`src/rtl/ac_i2c_slave.sv`:
```
// Write-only I2C slave for the SSM2603 codec control port: 7-bit register address plus
// 9-bit data per transfer, with a 32x9 shadow register file readable on dbg_addr.
module ac_i2c_slave #(
  parameter logic [6:0] DEV_ADDR = 7'h1A,
  parameter int         FILT_LEN = 4
) (
  input  logic       clk,
  input  logic       reset_n,
  input  logic       scl_i,
  input  logic       sda_i,
  output logic       sda_oe,
  output logic       reg_wr,
  output logic [6:0] reg_addr,
  output logic [8:0] reg_data,
  input  logic [4:0] dbg_addr,
  output logic [8:0] dbg_data,
  output logic       busy
);

  localparam int CW = (FILT_LEN > 1) ? $clog2(FILT_LEN) : 1;

  typedef enum logic [2:0] {IDLE, ADDR, ACK_A, BYTE1, ACK_1, BYTE2, ACK_2, IGNORE} state_t;

  // Bit 0 carries SCL, bit 1 carries SDA through every line-conditioning stage.
  logic [1:0]    sync_p0, sync_p1, filt_p2, filt_d;
  logic [CW-1:0] filt_cnt [2];

  state_t      state, state_nxt;
  logic [3:0]  bit_cnt;
  logic [7:0]  shreg, byte1;
  logic        sda_oe_d, commit, busy_d;
  logic [8:0]  regs [32];

  logic scl_f, sda_f, scl_rise, scl_fall, start_det, stop_det, shifting;

  // Stage p0/p1: two-flop synchronizer; stage p2: level accepted after FILT_LEN equal samples.
  always_ff @(posedge clk or negedge reset_n) begin
    if (!reset_n) begin
      sync_p0     <= 2'b11;
      sync_p1     <= 2'b11;
      filt_p2     <= 2'b11;
      filt_d      <= 2'b11;
      filt_cnt[0] <= '0;
      filt_cnt[1] <= '0;
    end else begin
      sync_p0 <= {sda_i, scl_i};
      sync_p1 <= sync_p0;
      filt_d  <= filt_p2;
      for (int i = 0; i < 2; i++) begin
        if (sync_p1[i] == filt_p2[i]) begin
          filt_cnt[i] <= '0;
        end else if (filt_cnt[i] == CW'(FILT_LEN - 1)) begin
          filt_p2[i]  <= sync_p1[i];
          filt_cnt[i] <= '0;
        end else begin
          filt_cnt[i] <= filt_cnt[i] + 1'b1;
        end
      end
    end
  end

  assign scl_f     = filt_p2[0];
  assign sda_f     = filt_p2[1];
  assign scl_rise  = scl_f & ~filt_d[0];
  assign scl_fall  = ~scl_f & filt_d[0];
  assign start_det = scl_f & filt_d[0] & filt_d[1] & ~sda_f;
  assign stop_det  = scl_f & filt_d[0] & ~filt_d[1] & sda_f;
  assign shifting  = (state == ADDR) || (state == BYTE1) || (state == BYTE2);

  always_ff @(posedge clk or negedge reset_n) begin
    if (!reset_n) state <= IDLE;
    else          state <= state_nxt;
  end

  // Every ACK decision and release is taken on a filtered SCL falling edge.
  always_comb begin
    state_nxt = state;
    if (start_det) begin
      state_nxt = ADDR;
    end else if (stop_det) begin
      state_nxt = IDLE;
    end else if (scl_fall) begin
      case (state)
        ADDR:    if (bit_cnt == 4'd8)
                   state_nxt = (shreg[7:1] == DEV_ADDR && !shreg[0]) ? ACK_A : IGNORE;
        ACK_A:   state_nxt = BYTE1;
        BYTE1:   if (bit_cnt == 4'd8) state_nxt = ACK_1;
        ACK_1:   state_nxt = BYTE2;
        BYTE2:   if (bit_cnt == 4'd8) state_nxt = ACK_2;
        ACK_2:   state_nxt = IGNORE;
        default: state_nxt = state;
      endcase
    end
  end

  always_comb begin
    sda_oe_d = 1'b0;
    commit   = (state == ACK_2) && (state_nxt == IGNORE);
    busy_d   = (state_nxt != IDLE);
    case (state_nxt)
      ACK_A, ACK_1, ACK_2: sda_oe_d = 1'b1;
      default:             sda_oe_d = 1'b0;
    endcase
  end

  always_ff @(posedge clk or negedge reset_n) begin
    if (!reset_n) begin
      bit_cnt  <= '0;
      shreg    <= '0;
      byte1    <= '0;
      sda_oe   <= 1'b0;
      reg_wr   <= 1'b0;
      reg_addr <= '0;
      reg_data <= '0;
      busy     <= 1'b0;
      for (int i = 0; i < 32; i++) regs[i] <= '0;
    end else begin
      sda_oe <= sda_oe_d;
      busy   <= busy_d;
      reg_wr <= commit;
      if (start_det || state_nxt != state) begin
        bit_cnt <= '0;
      end else if (scl_rise && shifting && bit_cnt != 4'd8) begin
        shreg   <= {shreg[6:0], sda_f};
        bit_cnt <= bit_cnt + 4'd1;
      end
      if (state == BYTE1 && state_nxt == ACK_1) byte1 <= shreg;
      if (commit) begin
        reg_addr <= byte1[7:1];
        reg_data <= {byte1[0], shreg};
        // Register 0x0F is the codec software reset and wipes the whole shadow file.
        if (byte1[7:1] == 7'h0F) begin
          for (int i = 0; i < 32; i++) regs[i] <= '0;
        end else if (byte1[7:6] == 2'b00) begin
          regs[byte1[5:1]] <= {byte1[0], shreg};
        end
      end
    end
  end

  assign dbg_data = regs[dbg_addr];

endmodule

```
`config.mk`:
```
export PLATFORM = sky130hd
export DESIGN_NAME = ac_i2c_slave
export DESIGN_NICKNAME = d
export VERILOG_FILES = /design/src/rtl/ac_i2c_slave.sv
export SDC_FILE = /design/constraint.sdc
export NUM_CORES = 1
export LEC_CHECK = 0
export CAP_MARGIN = 20
export CORE_MARGIN = 2
export CORE_UTILIZATION = 65
export CTS_CLUSTER_SIZE = 25
export DETAILED_ROUTE_END_ITERATION = 12
export GPL_ROUTABILITY_DRIVEN = 0
export PLACE_DENSITY = 0.8
export SLEW_MARGIN = 10
export SYNTH_ARGS = -nofsm -noshare
export SYNTH_HDL_FRONTEND = slang
export SYNTH_SLANG_ARGS = --single-unit
```
`constraint.sdc`:
```
create_clock -name clk -period 4.1 [get_ports clk]
set_input_delay 0.41 -clock clk [delete_from_list [all_inputs] [get_ports clk]]
set_output_delay 0.41 -clock clk [all_outputs]
set_load 0.01 [all_outputs]
```
* After elaboration in Yosys (flattened, before gate mapping)
Cells that the tools add are included.
** Storage, ports and cells
- Flip-flop bits (word level) :: 342
- Output and inout bits :: 28
- Bits of input ports :: 9
** Operators by class
- Reductions and logical operators :: 19
- Order comparisons :: 3
- Muxes and demuxes :: 23
- Bitwise gates (word level) :: 16
- $add $sub $neg :: 3
- Eq/ne operators :: 19
** Operator list (count)
- $mux 288 :: 2
- $bwmux 288 :: 1
- $bmux 9 s5 :: 1
- $demux 9 s5 :: 1
- $mux 9 :: 3
- $mux 3 :: 7
- $eq 3x3->1 const B :: 6
- $pmux 3 s6 :: 1
- $ge 6x6->1 const B :: 2
- $not 5->6 :: 2
- $eq 3x2->1 const B :: 3
- $mux 2 :: 4
- $mux 4 :: 2
- $reduce_and 2->1 :: 4
- $and 1x1->1 :: 7
- $eq 7x4->1 const B :: 1
- $eq 7x5->1 const B :: 1
- $not 1->1 :: 7
- $logic_and 1x1->1 :: 6
- $lt 6x1->1 const B :: 1
- $add 2x1->2 const B :: 2
- $add 4x1->4 const B :: 1
- $eq 2x2->1 const B :: 2
- $eq 4x4->1 const B :: 1
- 11 further kinds :: 15

* Depth between registers and ports, before layout
Gate-level depths: netlist of run 1.
- Depth after elaboration :: 12
- Mapped depth :: 7
- Depth with buffers taken out :: 6

* Least setup slack after synthesis of run 1
Ideal clock, no wire load.
- Path kind :: input to output
- From :: input port dbg_addr[3]
- To :: output port dbg_data[0]
- Arrival :: 2.092 ns
- Stages :: 5
- Data required time :: 3.690 ns
- Slack :: 1.598 ns
- Path through :: clkbuf_1 > clkbuf_1 > mux4_2 > mux4_2 > mux2_2
** Between the ends
- Cells in the longest elaborated chain, start to end :: 4
** Ends and longest elaborated chain
- start, declared :: RTL line 15 : input logic [4:0] dbg_addr,
- $not 5->6 (implied by the code) :: RTL line 141 : assign dbg_data = regs[dbg_addr];
- $bmux 9 s5 :: RTL line 141
- $mux 9 (implied by the code) (2 in a row) :: RTL line 141
- end, declared :: RTL line 16 : output logic [8:0] dbg_data,
Every way passes these cells. The select of a mux whose other input is x is not followed.

* Final worst setup path of run 1
- From :: input port dbg_addr[1]
- To :: output port dbg_data[2]
The elaborated chain is that of the path after synthesis.

==> results of run 1 <==
[layout make-up]
class / instances / area (um2)
Antenna cell: 1 / 2.50
Clock buffer: 52 / 1080
Clock inverter: 11 / 116
Fill cell: 1400 / 5870
Inverter: 8 / 30.0
Multi-Input combinational cell: 595 / 6110
Sequential cell: 342 / 8570
Tap cell: 285 / 357
Timing Repair Buffer: 56 / 571
[cells by family (layout without fill, tap and decap cells)]
family | Yosys count | in the layout
xor gates and xnor gates | 4 | 4
DFF | 342 | 342
other | 0 | 1
buffers and inverters | 91 | 127
and+or+nand+nor | 127 | 127
adders and majority gates | 4 | 4
muxes | 134 | 134
AOI/OAI and AO/OA | 326 | 326
[critical path, delay by kind of cell]
kind / cells / cell delay [ps]
buf+inv: 3 / 1120
mux: 3 / 1390
[layout by cell type (no fill, tap or decap), types with 9 or more instances in the layout]
cell / instances
dfrtp_1: 334
a22o_1: 279
mux4_2: 90
nor2_1: 47
mux2_2: 43
clkbuf_16: 37
clkdlybuf4s50_1: 33
o21ai_1: 22
buf_4: 16
nor2b_1: 13
nor3_2: 13
clkbuf_8: 10
o21ai_2: 9
[worst min path at each step]
| stage | startpoint | end | slack [ps] | cells after the start |
|---|---|---|---|---|
| after floorplan | reset_n | bit_cnt[0] | 110 | 0 |
| after global placement | sync_p0[1] | sync_p1[1] | 350 | 0 |
| after detailed placement | sync_p0[0] | sync_p1[0] | 350 | 0 |
| after CTS | reset_n | regs[169] | 80 | 1 |
| after global routing | reset_n | regs[169] | 150 | 1 |
| final | reset_n | regs[242] | 50 | 1 |
[registers in the layout (all words and copies together) (netlist names)]
| register | cells |
|---|---|
| filt_p2 | 2 |
| shreg | 8 |
| filt_d | 2 |
| byte1 | 8 |
| regs | 288 |
| busy | 1 |
| sync_p1 | 2 |
| filt_cnt | 4 |
| state | 3 |
| reg_data | 9 |
| bit_cnt | 4 |
| reg_addr | 7 |
| reg_wr | 1 |
| sda_oe | 1 |
| sync_p0 | 2 |
[layer usage]
layer	global-route usage	routed length (um)
met1	0.503	16000
met2	0.473	17100
met3	0.0975	4150
met4	0.0682	652
met5	0	0
[where the power goes]
group | leakage (nW) | switching [mW] | internal (mW)
clock network | 0.599 | 1.31 | 1.96
logic | 2.30 | 0.377 | 0.171
registers | 4.74 | 0.0687 | 3.46
total | 7.64 | 1.76 | 5.59
==> reports/results.ini, run 1 <==
[run_status]
run_status=finished, final reports clean

[hold_path]
min-delay-path-class=in2async

[global_routing]
global_route.overflow_total=0
via_count_of_the_first_global_routing_pass=9909
grt_antenna_before_repair=1
globalRouteTotalUtil=0.327
global_route_wire_length_before_repair_mm=60.8
grt_start_max_net_pins=141

[logic_synthesis]
syn_inst=1028
mappedNetlistNets=1041
most_frequent_cell_after_synthesis=dfrtp_1
syn_avg_cell_area_um2=14.7
synth_sequential_area_ratio=0.569
synth_xor_xnor_area_share=0.00232
post_synth_main_area_contributors=dfrtp_1 (55%), a22o_1 (16%), mux4_2 (13%), mux2_2 (3.2%), dfstp_2 (1.4%)
synthAdderAreaFrac=0.00332
synth_edf_count=0
area_of_the_mapped_netlist_um2=15100
synthMuxAreaShare=0.167
synth-warning-count=0
synth_simple_gate_area_frac=0.0502
synth_top_family_by_area=compound AO/OA/AOI/OAI gates
synth_seq_cells=342
yosys_most_used_dff=dfrtp_1
post_synth_most_frequent_cells=dfrtp_1 (334), a22o_1 (279), mux4_2 (90), clkbuf_1 (51), nor2_1 (47)
synth-async-reset-ratio=1.00
synth.lib_cells_used.distinct=49
synth-compound-area-share=0.182
post-synth-top-area-cell=dfrtp_1
yosysTopAreaCellShare=0.555

[timing]
final_worst_clock_skew_ps=15.5
post-route-worst-setup-slack_ps=701
period_share=0.829
timing.final.crit_period_ps=3400
timing.max_slew.rel_slack=0.291
grt_setup_unrepaired=false
timing.fmax_mhz=294
timing.setup.tns_ps=0
hold_viol=0
max_slew.worst_pin.slew_ps=1060
hold-worst-slack_ps=46.3
report.final.slew_viol_count=0
final-setup-viol-count=0

[worst_setup_path]
reg2reg_depth=5
slowest_stage=mux4_2
critical-path-top-cell-by-count=mux4_2
startpoint=dbg_addr[1]
end_kind=primary output
regToRegSetupSlack_ps=1290
capture_instance_of_the_worst_register_to_register_path=regs[224]
timing.critical_path.required_ps=3690
critical_path_endpoint=dbg_data[2]
critical_path.startpoint_type=input port
crit_arrival_ps=2990
critPathMaxFanout=42
critical-path-max-stage-delay_ps=570
cell_by_cell_trace_of_the_critical_path=buf_4, buf_12, mux4_2, mux4_2, mux2_2, clkdlybuf4s50_1
category_of_the_most_critical_setup_path=in2out
regToRegStartpoint=byte1[5]

[die]
floorplan.initialDensity=0.664
design.core.area_um2=22700
die_height_um=156
boundaryPins=37
fp.dieArea_um2=24400
die_width_um=156
std_cell_rows=55

[clocking]
cts_resized=0
buffer_cell_driving_the_clock_tree_root=clkbuf_16
ctsHoldBuffers=0
cts_inserted_buffers=36
cts_max_level=2
ctsLongestPathBuffers=3
clkSinkCount=342
clk_pin_slew_worst_paths_ps=50
tritoncts=done
clk_latency_ps=520
postCtsSetupBuffers=0

[placed_design]
place_worst_setup_slack_ps=710
half_perimeter_wire_length_of_the_detailed_placement_result_mm=24.3
placedInstanceArea_um2=15600
place.detailed.instances=1286
io_buffers=36

[route]
drt-initial-drc-count=1194
viasPerCell=7.31
drt_total_wl_mm=37.9
via_count=9870
dr.pass1.iters=7
avgRoutedWirePerCell_um=28.1
ant_nets=0
drcViolationCount=0

[pwr]
vdd.ir_drop.worst_uv=407
total_power_mw=7.35
p_leak_nw=7.64
power_density_nw_per_um2=436

[layout]
stdcell_count=1350
areaGrowthSynthToFinish_pct=11.7
finalCoreUtilization=0.742
layout.nets=1052
postLayoutCellArea_um2=16800
drive_above_1_share=0.246

[flow_run]
max_cap_viol_count=0

Note: power is estimated with default switching activity, not from simulation.
==> run 2, diff against run 1 <==
- CORE_UTILIZATION: 65 -> 56
- PLACE_DENSITY: 0.8 -> 0.73
- clock period: 4.1 -> 3.1 ns (I/O delays scaled with it)
==> run 2 against run 1 <==
  * Largest cell class unchanged
  * Clock skew about the same
  * Critical endpoint is now dbg_data[4]
  * Global-route usage decreased by 2.9 points
  * Combinational power increased by 41%
  * Cell area increased by 1.7%
  * Register-to-register slack got worse by 910 ps
  * Non-clock buffer count increased by 29
  * Worst hold slack improved by 160 ps
==> reports/results.ini, run 2 (synthesized netlist as in run 1, its figures left out) <==
[run_status]
run_status=finished, final reports clean  ; unchanged

[layout]
commonest_cells_after_routing_fill_and_taps_aside=dfrtp_1 (334), a22o_1 (279), mux4_2 (90)  ; unchanged
areaGrowthSynthToFinish_pct=13.7  ; was 11.7%
num-fill-cells=1848  ; was 1400
largest_registers=regs x288, reg_data x9  ; unchanged
stdcell_count=1431  ; was 1350
registers.top_by_ff_count=regs  ; unchanged
largest_register_ff_count=288  ; unchanged
postLayoutCellArea_um2=17100  ; was 16800 um2
layout.nets=1081  ; was 1052
drive_above_1_share=0.264  ; was 0.246
num_antenna_cells=0  ; was 1
mostFrequentLayoutCell=dfrtp_1  ; unchanged

[worst_setup_path]
timing.critical_path.required_ps=2790  ; was 3690 ps
end_kind=primary output  ; unchanged
critical_path.startpoint_type=flop  ; was input port
critPathMaxFanout=2  ; was 42
crit_arrival_ps=2750  ; was 2990 ps
category_of_the_most_critical_setup_path=reg2out  ; was in2out

[timing]
timing.fmax_mhz=327
max_slew.worst_pin.slew_ps=1050  ; was 1060 ps
timing.final.crit_period_ps=3060
hold_viol=0  ; unchanged
grt_setup_unrepaired=false  ; unchanged
timing.setup.tns_ps=0  ; unchanged
report.final.slew_viol_count=0  ; unchanged
period_share=0.988
final-setup-viol-count=0  ; unchanged
hold-worst-slack_ps=207  ; was 46.3 ps
final_worst_clock_skew_ps=15.4  ; was 15.5 ps
timing.max_slew.rel_slack=0.292  ; was 0.291

[flow_run]
max_cap_viol_count=0  ; unchanged

[placed_design]
place.detailed.instances=1369  ; was 1286
half_perimeter_wire_length_of_the_detailed_placement_result_mm=25.1  ; was 24.3 mm
placedInstanceArea_um2=15900  ; was 15600 um2
io_buffers=36  ; unchanged

[hold_path]
min-delay-path-class=in2reg  ; was in2async

[die]
fp.dieArea_um2=28200  ; was 24400 um2
die_width_um=168  ; was 156 um
std_cell_rows=60  ; was 55
die_height_um=168  ; was 156 um
floorplan.initialDensity=0.565  ; was 0.664
boundaryPins=37  ; unchanged
design.core.area_um2=26700  ; was 22700 um2

[global_routing]
grt_antenna_before_repair=3  ; was 1
globalRouteTotalUtil=0.298  ; was 0.327
global_route_wire_length_before_repair_mm=63.5  ; was 60.8 mm
via_count_of_the_first_global_routing_pass=10100  ; was 9909
global_route.overflow_total=0  ; unchanged
grt_start_max_net_pins=82  ; was 141

[pwr]
p_leak_nw=7.78  ; was 7.64 nW
internal_power_mw=7.31  ; was 5.59 mW
total_power_mw=9.67  ; was 7.35 mW
vdd.ir_drop.worst_uv=513  ; was 407 uV
power_density_nw_per_um2=564  ; was 436 nW/um2
switching_share=0.243  ; was 0.239
sequentialPowerShare=0.483  ; was 0.480
switchingPower_mw=2.35  ; was 1.76 mW
p_clk_frac=0.437  ; was 0.446
pwr-share-comb=0.080  ; was 0.075

[route]
drt-initial-drc-count=1307  ; was 1194
dr.pass1.iters=5  ; was 7
ant_nets=0  ; unchanged
drt_total_wl_mm=40.6  ; was 37.9 mm
drcViolationCount=0  ; unchanged
avgRoutedWirePerCell_um=28.4  ; was 28.1 um
viasPerCell=7.07  ; was 7.31
via_count=10100  ; was 9870

[clocking]
tritoncts=done  ; unchanged
cts_max_level=2  ; unchanged
cts_inserted_buffers=36  ; unchanged
ctsLongestPathBuffers=3  ; unchanged
clk_pin_slew_worst_paths_ps=60  ; was 50 ps
clkSinkCount=342  ; unchanged
clk_latency_ps=520  ; about the same
buffer_cell_driving_the_clock_tree_root=clkbuf_16  ; unchanged
postCtsSetupBuffers=0  ; unchanged

run 2: timing repair:
| action | CTS | global route |
|---|---|---|
| endpoints found under the hold margin | 64 | 0 |
| hold buffers | 1 | 0 |
| endpoints found under the setup margin | 0 | 0 |
| gates resized for setup | 0 | 0 |
run 2: final timing paths:
check | cells after the start | slack, ps | end | from
max | 4 | 40 | dbg_data[4] | regs[202]
min | 1 | 210 | sync_p0[1] | sda_i
max reg2reg | 5 | 380 | regs[157] | byte1[1]
min reg2reg | 0 | 350 | sync_p1[1] | sync_p0[1]
max in group asynchronous | 3 | 1840 | regs[16] | reset_n
min in group asynchronous | 2 | 360 | regs[147] | reset_n
run 2: power by group through the flow:
stage | combinational [mW] | clock (mW) | sequential, mW
finish | 0.774 | 4.23 | 4.67
detailed placement | 0.771 | 0 | 4.74
global placement | 0.754 | 0 | 4.74
global route | 0.846 | 4.46 | 4.68
CTS | 0.776 | 4.29 | 4.66
floorplan | 0.476 | 0 | 4.70
run 2: per-layer routing:
layer / track usage / vias up / wire (um)
li1: - / 4123 / -
met1: 0.446 / 5313 / 17000
met2: 0.432 / 595 / 18200
met3: 0.0811 / 83 / 4290
met4: 0.0911 / 2 / 1190
met5: 0 / - / 13
run 2: metrics by stage:
| stage | setup WS (ps) | utilization |
|---|---|---|
| floorplan | 798 | - |
| global placement | 187 | 0.598 |
| detailed placement | 161 | 0.598 |
| CTS | 27.2 | 0.643 |
| global route | 12.8 | 0.643 |
| finish | 37.8 | 0.643 |
run 2: final cells by class:
class / instances / area [um2] / share of cell area
Inverter: 8 / 30.0 / 0.00175
Sequential cell: 342 / 8570 / 0.500
Multi-Input combinational cell: 595 / 6110 / 0.357
Tap cell: 341 / 427 / 0.0249
Timing Repair Buffer: 85 / 828 / 0.0483
Clock buffer: 55 / 1130 / 0.0662
Clock inverter: 5 / 31.3 / 0.00183
run 2: critical path, cell delays in order (launching register included):
cell and delay (ps):
dfrtp_1 400, mux4_2 530, mux4_2 490, mux2_2 310, clkdlybuf4s50_1 490
